===== config.mk =====
export PLATFORM = sky130hd
export DESIGN_NAME = edge_detector
export DESIGN_NICKNAME = d
export VERILOG_FILES = /design/src/rtl/edge_detector.sv
export SDC_FILE = /design/constraint.sdc
export NUM_CORES = 1
export LEC_CHECK = 0
export ABC_AREA = 1
export BUFFER_PORTS_ARGS = -buffer_cell sky130_fd_sc_hd__clkbuf_2
export CORE_AREA = 2 2 49 51
export DETAILED_ROUTE_END_ITERATION = 8
export DIE_AREA = 0 0 51 53
export PLACE_DENSITY_LB_ADDON = 0.15
export SLEW_MARGIN = 20
export SYNTH_ARGS = -nofsm -noshare
export SYNTH_HDL_FRONTEND = slang
export SYNTH_SLANG_ARGS = --single-unit

===== constraint.sdc =====
create_clock -name Clk -period 1.2 [get_ports Clk]
set_input_delay 0.3 -clock Clk [delete_from_list [all_inputs] [get_ports Clk]]
set_output_delay 0.3 -clock Clk [all_outputs]
set_load 0.05 [all_outputs]

===== src/rtl/edge_detector.sv =====
// Per-bit rising/falling edge detector with saturating event counters.
// Optional build macro EDGE_DETECTOR_SYNC_EN inserts a 2-flop input synchronizer per bit.
module edge_detector #(
  parameter int WIDTH = 1,
  parameter int CNT_W = 8
) (
  input  logic             Clk,
  input  logic             Rst,
  input  logic [WIDTH-1:0] A,
  input  logic             Clr,
  output logic [WIDTH-1:0] Rising_Edge,
  output logic [WIDTH-1:0] Falling_Edge,
  output logic             Any_Edge,
  output logic [CNT_W-1:0] Rise_Count,
  output logic [CNT_W-1:0] Fall_Count
);

  localparam logic [CNT_W-1:0] CNT_MAX = '1;

  logic [WIDTH-1:0] d;
  logic [WIDTH-1:0] a_q;
  logic             any_rise;
  logic             any_fall;

`ifdef EDGE_DETECTOR_SYNC_EN
  logic [WIDTH-1:0] sync_q1;
  logic [WIDTH-1:0] sync_q2;

  always_ff @(posedge Clk) begin
    if (Rst) begin
      sync_q1 <= '0;
      sync_q2 <= '0;
    end else begin
      sync_q1 <= A;
      sync_q2 <= sync_q1;
    end
  end

  assign d = sync_q2;
`else
  assign d = A;
`endif

  always_ff @(posedge Clk) begin
    if (Rst) begin
      a_q <= '0;
    end else begin
      a_q <= d;
    end
  end

  // Edges are combinational on d so there is no added latency; reset masks them.
  always_comb begin
    Rising_Edge  = '0;
    Falling_Edge = '0;
    if (!Rst) begin
      Rising_Edge  = d & ~a_q;
      Falling_Edge = ~d & a_q;
    end
  end

  assign any_rise = |Rising_Edge;
  assign any_fall = |Falling_Edge;
  assign Any_Edge = any_rise | any_fall;

  // Clear wins over a same-cycle increment; counters stick at all-ones.
  always_ff @(posedge Clk) begin
    if (Rst || Clr) begin
      Rise_Count <= '0;
    end else if (any_rise && (Rise_Count != CNT_MAX)) begin
      Rise_Count <= Rise_Count + 1'b1;
    end
  end

  always_ff @(posedge Clk) begin
    if (Rst || Clr) begin
      Fall_Count <= '0;
    end else if (any_fall && (Fall_Count != CNT_MAX)) begin
      Fall_Count <= Fall_Count + 1'b1;
    end
  end

endmodule


==> results of run 1 <==
==> placed cells by master (no fill, tap or decap), drive strengths merged <==
cell type  netlist  final
nand4            3      3
a21oi           12     12
nor2            30     30
ha               2      2
buf              1     19
nand3b           2      2
dfxtp           17     17
inv             14     14
clkbuf           0     20
nand3           16     16
nand2           43     45
o21ai            1      1
==> power by group through the flow <==
| stage | clock [mW] | sequential [mW] | combinational, mW |
|---|---|---|---|
| after CTS | 0.326 | 0.557 | 0.132 |
| after floorplan | 0 | 0.577 | 0.0571 |
| after global routing | 0.337 | 0.556 | 0.155 |
| after global placement | 0 | 0.571 | 0.106 |
| final | 0.309 | 0.555 | 0.144 |
| after detailed placement | 0 | 0.571 | 0.108 |
==> synth_stat cells <==
| library cell | instances |
|---|---|
| a21oi_1 | 11 |
| a21oi_2 | 1 |
| buf_2 | 1 |
| dfxtp_1 | 17 |
| ha_1 | 2 |
| inv_1 | 11 |
| inv_2 | 3 |
| nand2_1 | 40 |
| nand2_2 | 2 |
| nand2_4 | 1 |
| nand3_1 | 16 |
| nand3b_1 | 1 |
| nand3b_2 | 1 |
| nand4_1 | 3 |
| nor2_1 | 24 |
| nor2_2 | 2 |
| nor2_4 | 4 |
| o21ai_1 | 1 |
==> cell type report <==
cell class	count	area share, %
repair buffers	35	23.5
well taps	28	2.23
inverters	14	3.51
flip-flops and latches	17	24.3
clock buffers	4	1.67
multi-input cells	111	44.8
==> cells by family after synthesis <==
kind of cell	synth area share [%]
and+or+nand+nor	47.2
buffers and inverters	6.18
AOI/OAI and AO/OA	7.39
DFF	36.6
adders and majority gates	2.69
==> routing by layer <==
metal / routed length, um / vias up / track usage [%]
li1: - / 533 / -
met1: 1050 / 478 / 19.7
met2: 1450 / 16 / 38.1
met3: 78 / 2 / 2.82
met4: 12 / 0 / 8.56
met5: 0 / - / 0
==> per-stage QoR <==
step                      area (um^2)  cells  setup TNS (ns)  util, %  setup slack, ns
after detailed placement         1220    200          -0.200     57.0          -0.0419
after CTS                        1430    205          -0.504     66.7           -0.179
after global routing             1570    209           -1.13     73.1           -0.200
final                            1570    209          -0.440     73.1           -0.158
after global placement           1220    200         -0.0716     57.0          -0.0207
after floorplan                  1010    141         -0.0225        -          -0.0225
==> flip-flops by register name (all words and copies together) (netlist names) <==
name and flops:
a_q 1, Fall_Count 8, Rise_Count 8
==> path summary, 6_finish.rpt <==
check,start,end,slack [ns],depth (start not counted)
max,a_q,Any_Edge,-0.16,4
min,Rst,a_q,0.28,3
max reg2reg,Rise_Count[0],Rise_Count[1],-0.01,7
min reg2reg,Rise_Count[4],Rise_Count[4],0.50,2
==> critical path, delay by kind of cell, from the launching register on <==
family	cells	cell delay (ns)
buf+inv	2	0.25
simple gates	2	0.17
flops	1	0.35
==> repair_timing <==
| item | in CTS | in global routing |
|---|---|---|
| resized for setup | 41 | 32 |
| setup buffers | 2 | 3 |
| cloned | 0 | 2 |
| setup endpoints to repair | 20 | 23 |
| pin swaps | 3 | 15 |
==> flow_summary.ini, run 1 <==
[global_routing]
global_route.overflow_total = 0
grt_use_total_pct = 19.2
grt_pass1_wl_mm = 3.95
antenna_found_initial = 0
grt_max_degree = 11
grt_pass1_vias = 989

[placed_design]
portBuffers = 22
dp_hpwl_mm = 1.73
gp_congestion = 0.813

[critical_path]
cp_cell_sequence = buf_6 > nand3_4 > nand2_2 > buf_8
slowest_delay_ns = 0.35
cp-start-kind = flip-flop
slowest_stage = dfxtp_2
critPathRequiredTime_ns = 0.90
end_kind = primary output
critical_path_class = flip-flop to primary output
worst-path-max-fanout = 2
cp.arrival_ns = 1.06

[clock_tree]
path_clk_slew_ns = 0.10
insertion_delay_ns = 0.28
cts_root_buf = clkbuf_4
clkSinkCount = 17
cts_max_level = 1
cts_tree = yes
hold_buffers = 0
cts.path.max_buffers = 2
cts_buffers = 3

[timing]
drv_slew = 0
slew-limit-headroom_pct = 85.3
setup_slack_ns = -0.158
hold_viol = 0
timing.final.crit_share_pct = 113
fin_crit_ns = 1.36
max_clock_freq_mhz = 736
worst_pin_slew_ns = 0.220
setup_viol = 5
fin_hold_ws_ns = 0.284
grt_setup_unrepaired = true
skew_ns = 0.000979

[power_and_ir_drop]
swShare_pct = 26.3
p_clk_share_pct = 30.7
p_sw_uw = 265
leakage_nw = 0.661
power_frac_comb_pct = 14.3
ir_drop_mv = 0.439
finalPower_mw = 1.01
p_int_uw = 743
power_density_nw_per_um2 = 642
seqPwrFrac_pct = 55.1

[synthesis]
ys_seq_elements = 17
syn_area_um2 = 931
yosys.area.top_type = dfxtp_1
ys_warn_count = 0
netlist_top_cells_area = dfxtp_1 (37%), nand2_1 (16%), nor2_1 (9.7%), nand3_1 (8.6%), a21oi_1 (5.9%)
syn_avg_cell_area_um2 = 6.60
synth_cell_type_count = 18
syn_nets = 147
yosys.area.top_type_share_pct = 36.6
synth-seq-area-share_pct = 36.6
synth_cells = 141

[cells_and_area]
layout-drive-gt1-share_pct = 51.4
n_fill_cell = 171
antenna_cells = 0
area_growth_pct = 68.7
finalNetCount = 188
multi_input_comb_area_um2 = 703
regArea_um2 = 382

[floorplan]
rows = 17
core_area_um2 = 2150
die_h_um = 53
start_util_pct = 43.3
dieArea_um2 = 2700
die_w_um = 51
ios = 23

[route]
vias = 1029
vias_per_cell = 4.92
ant_nets = 0
drcViolationCount = 0
finalWirelength_mm = 2.59
wl_per_cell_um = 12.4
drt-initial-drc-count = 23
first_pass_iters = 4

[worst_hold_path]
holdCritPathClass = input pin to flip-flop

[status]
status = complete, but fails checks
violations = negative setup slack

[job]
cap_viol_max_count = 0
No activity file was read; power rests on OpenSTA's default activity.
==> run 2: changes to the inputs <==
--- a/config.mk
+++ b/config.mk
@@ -10,6 +10,7 @@
 export CORE_AREA = 2 2 49 51
 export DETAILED_ROUTE_END_ITERATION = 8
 export DIE_AREA = 0 0 51 53
+export HOLD_SLACK_MARGIN = 0.06
 export PLACE_DENSITY_LB_ADDON = 0.15
 export SLEW_MARGIN = 20
 export SYNTH_ARGS = -nofsm -noshare
==> constraint.sdc (replaced) <==
create_clock -name Clk -period 1.3 [get_ports Clk]
set_input_delay 0.325 -clock Clk [delete_from_list [all_inputs] [get_ports Clk]]
set_output_delay 0.325 -clock Clk [all_outputs]
set_load 0.05 [all_outputs]
==> run 2 against run 1 <==
The flow still finishes with violations (negative setup slack). Worst setup slack improved by 0.10 ns. Global-route usage shrank 2.2 points. Clock power is 8.7% lower. Clock skew rose by 0.00085 ns. Wire length down 16%. Critical path depth shrank 1.
==> flow_summary.ini, run 2 (synthesis results as in run 1) <==
[timing]
fin_hold_ws_ns = 0.215
timing.final.crit_share_pct = 104
finalSetupTns_ns = -0.121
drv_slew = 0
setup_viol = 3
setup_slack_ns = -0.0564
grt_setup_unrepaired = true
hold_viol = 0
slew-limit-headroom_pct = 81.5
max_clock_freq_mhz = 737
worst_pin_slew_ns = 0.278
fin_crit_ns = 1.36
skew_ns = 0.00183

[status]
violations = negative setup slack
status = complete, but fails checks

[critical_path]
r2r-end = Rise_Count[3]
cp-start-kind = flip-flop
slowest_stage = dfxtp_2
critPathRequiredTime_ns = 0.98
slowest_delay_ns = 0.34
cp_cell_sequence = nand3b_4 > nand2_2 > clkbuf_16
end_kind = primary output
cp.arrival_ns = 1.03
reg2reg_slack_ns = 0.08
ff2ff_path_depth = 7
worst-path-max-fanout = 3
critical_path_class = flip-flop to primary output
r2r_start = Rise_Count[0]
critical-path-top-delay-family = flip-flops
timing.critical_path.buf_inv = 1

[cells_and_area]
multi_input_comb_area_um2 = 584
area_growth_pct = 38.6
antenna_cells = 0
final_cell_mix = nand2_1 (37), nor2_1 (23), nand3_1 (16)
finalNetCount = 180
n_fill_cell = 204
regArea_um2 = 370
final_common_cell = nand2_1
design_area_um2 = 1290
layout-drive-gt1-share_pct = 39.9
top_regs = Fall_Count x8, Rise_Count x8, a_q x1

[floorplan]
rows = 17
die_w_um = 51
start_util_pct = 43.3
core_area_um2 = 2150
dieArea_um2 = 2700
ios = 23
die_h_um = 53

[clock_tree]
cts_setup_buffers = 0
cts_max_level = 1
cts_buffers = 3
path_clk_slew_ns = 0.10
clkSinkCount = 17
cts.path.max_buffers = 2
cts_root_buf = clkbuf_4
cts_tree = yes
insertion_delay_ns = 0.29

[job]
cap_viol_max_count = 0

[power_and_ir_drop]
leakage_nw = 0.549
finalPower_uw = 911
ir_drop_mv = 0.519
power_density_nw_per_um2 = 707

[route]
drt-initial-drc-count = 10
vias = 972
first_pass_iters = 4
vias_per_cell = 4.84
finalWirelength_mm = 2.17
wl_per_cell_um = 10.8
drcViolationCount = 0
ant_nets = 0

[global_routing]
global_route.overflow_total = 0
grt_pass1_wl_mm = 3.44
grt_pass1_vias = 867
grt_use_total_pct = 17.0
antenna_found_initial = 0
grt_max_degree = 11

[worst_hold_path]
holdCritPathClass = input pin to flip-flop
holdCritStartpoint = Rst
min_to = a_q
hold_depth = 2

[placed_design]
place_area_um2 = 1140
portBuffers = 22
gp_congestion = 0.763
dp_hpwl_mm = 1.64
run 2: changes by cell type in the layout (fill, tap and decap cells not counted), sizes merged:
cell    before  now
clkbuf      20   18
nand2       45   44
buf         19   13
clkinv       0    1
run 2: routing by layer:
metal  global-route usage, %  wire length [um]  up-vias
li1                        -                 -      515
met1                    16.7               911      438
met2                    34.2              1170       13
met3                    3.39                48        6
met4                    6.76                37        0
met5                       0                 0        -
run 2: cell type report:
class | instances | area share, %
repair buffers | 28 | 17.1
inverters | 14 | 4.07
clock buffers | 3 | 1.75
flip-flops and latches | 17 | 28.7
multi-input cells | 110 | 45.3
well taps | 28 | 2.72
clock inverters | 1 | 0.388
run 2: report_power, final:
group          internal, mW  leakage (nW)  switching (mW)
Sequential            0.516         0.146         0.00323
Clock                 0.114        0.0177           0.168
Combinational        0.0465         0.385          0.0630
Total                 0.677         0.549           0.234
run 2: worst max path at each step:
| stage | start | to | slack (ns) | cells after the start |
|---|---|---|---|---|
| 6_report | a_q | Any_Edge | -0.06 | 3 |
| 5_1_grt | a_q | Any_Edge | -0.10 | 3 |
| 4_1_cts | a_q | Rising_Edge | -0.07 | 3 |
| 3_5_place_dp | Rst | Any_Edge | 0.01 | 5 |
| 3_3_place_gp | Rst | Any_Edge | 0.02 | 5 |
| 2_1_floorplan | Fall_Count[1] | Fall_Count[4] | 0.008 | 7 |
run 2: metrics by stage:
stage | setup slack (ns) | std cells | utilization (%)
after floorplan | 0.00833 | 141 | -
after global placement | 0.0206 | 196 | 53.3
after detailed placement | 0.0136 | 196 | 53.3
after CTS | -0.0657 | 200 | 57.5
after global routing | -0.101 | 201 | 60.0
final | -0.0564 | 201 | 60.0
run 2: repair_timing:
| item | in CTS | in global routing |
|---|---|---|
| gates cloned | 0 | 1 |
| resized for setup | 12 | 26 |
| hold buffers | 0 | 0 |
| pin swaps | 0 | 2 |
| setup endpoints to repair | 4 | 29 |
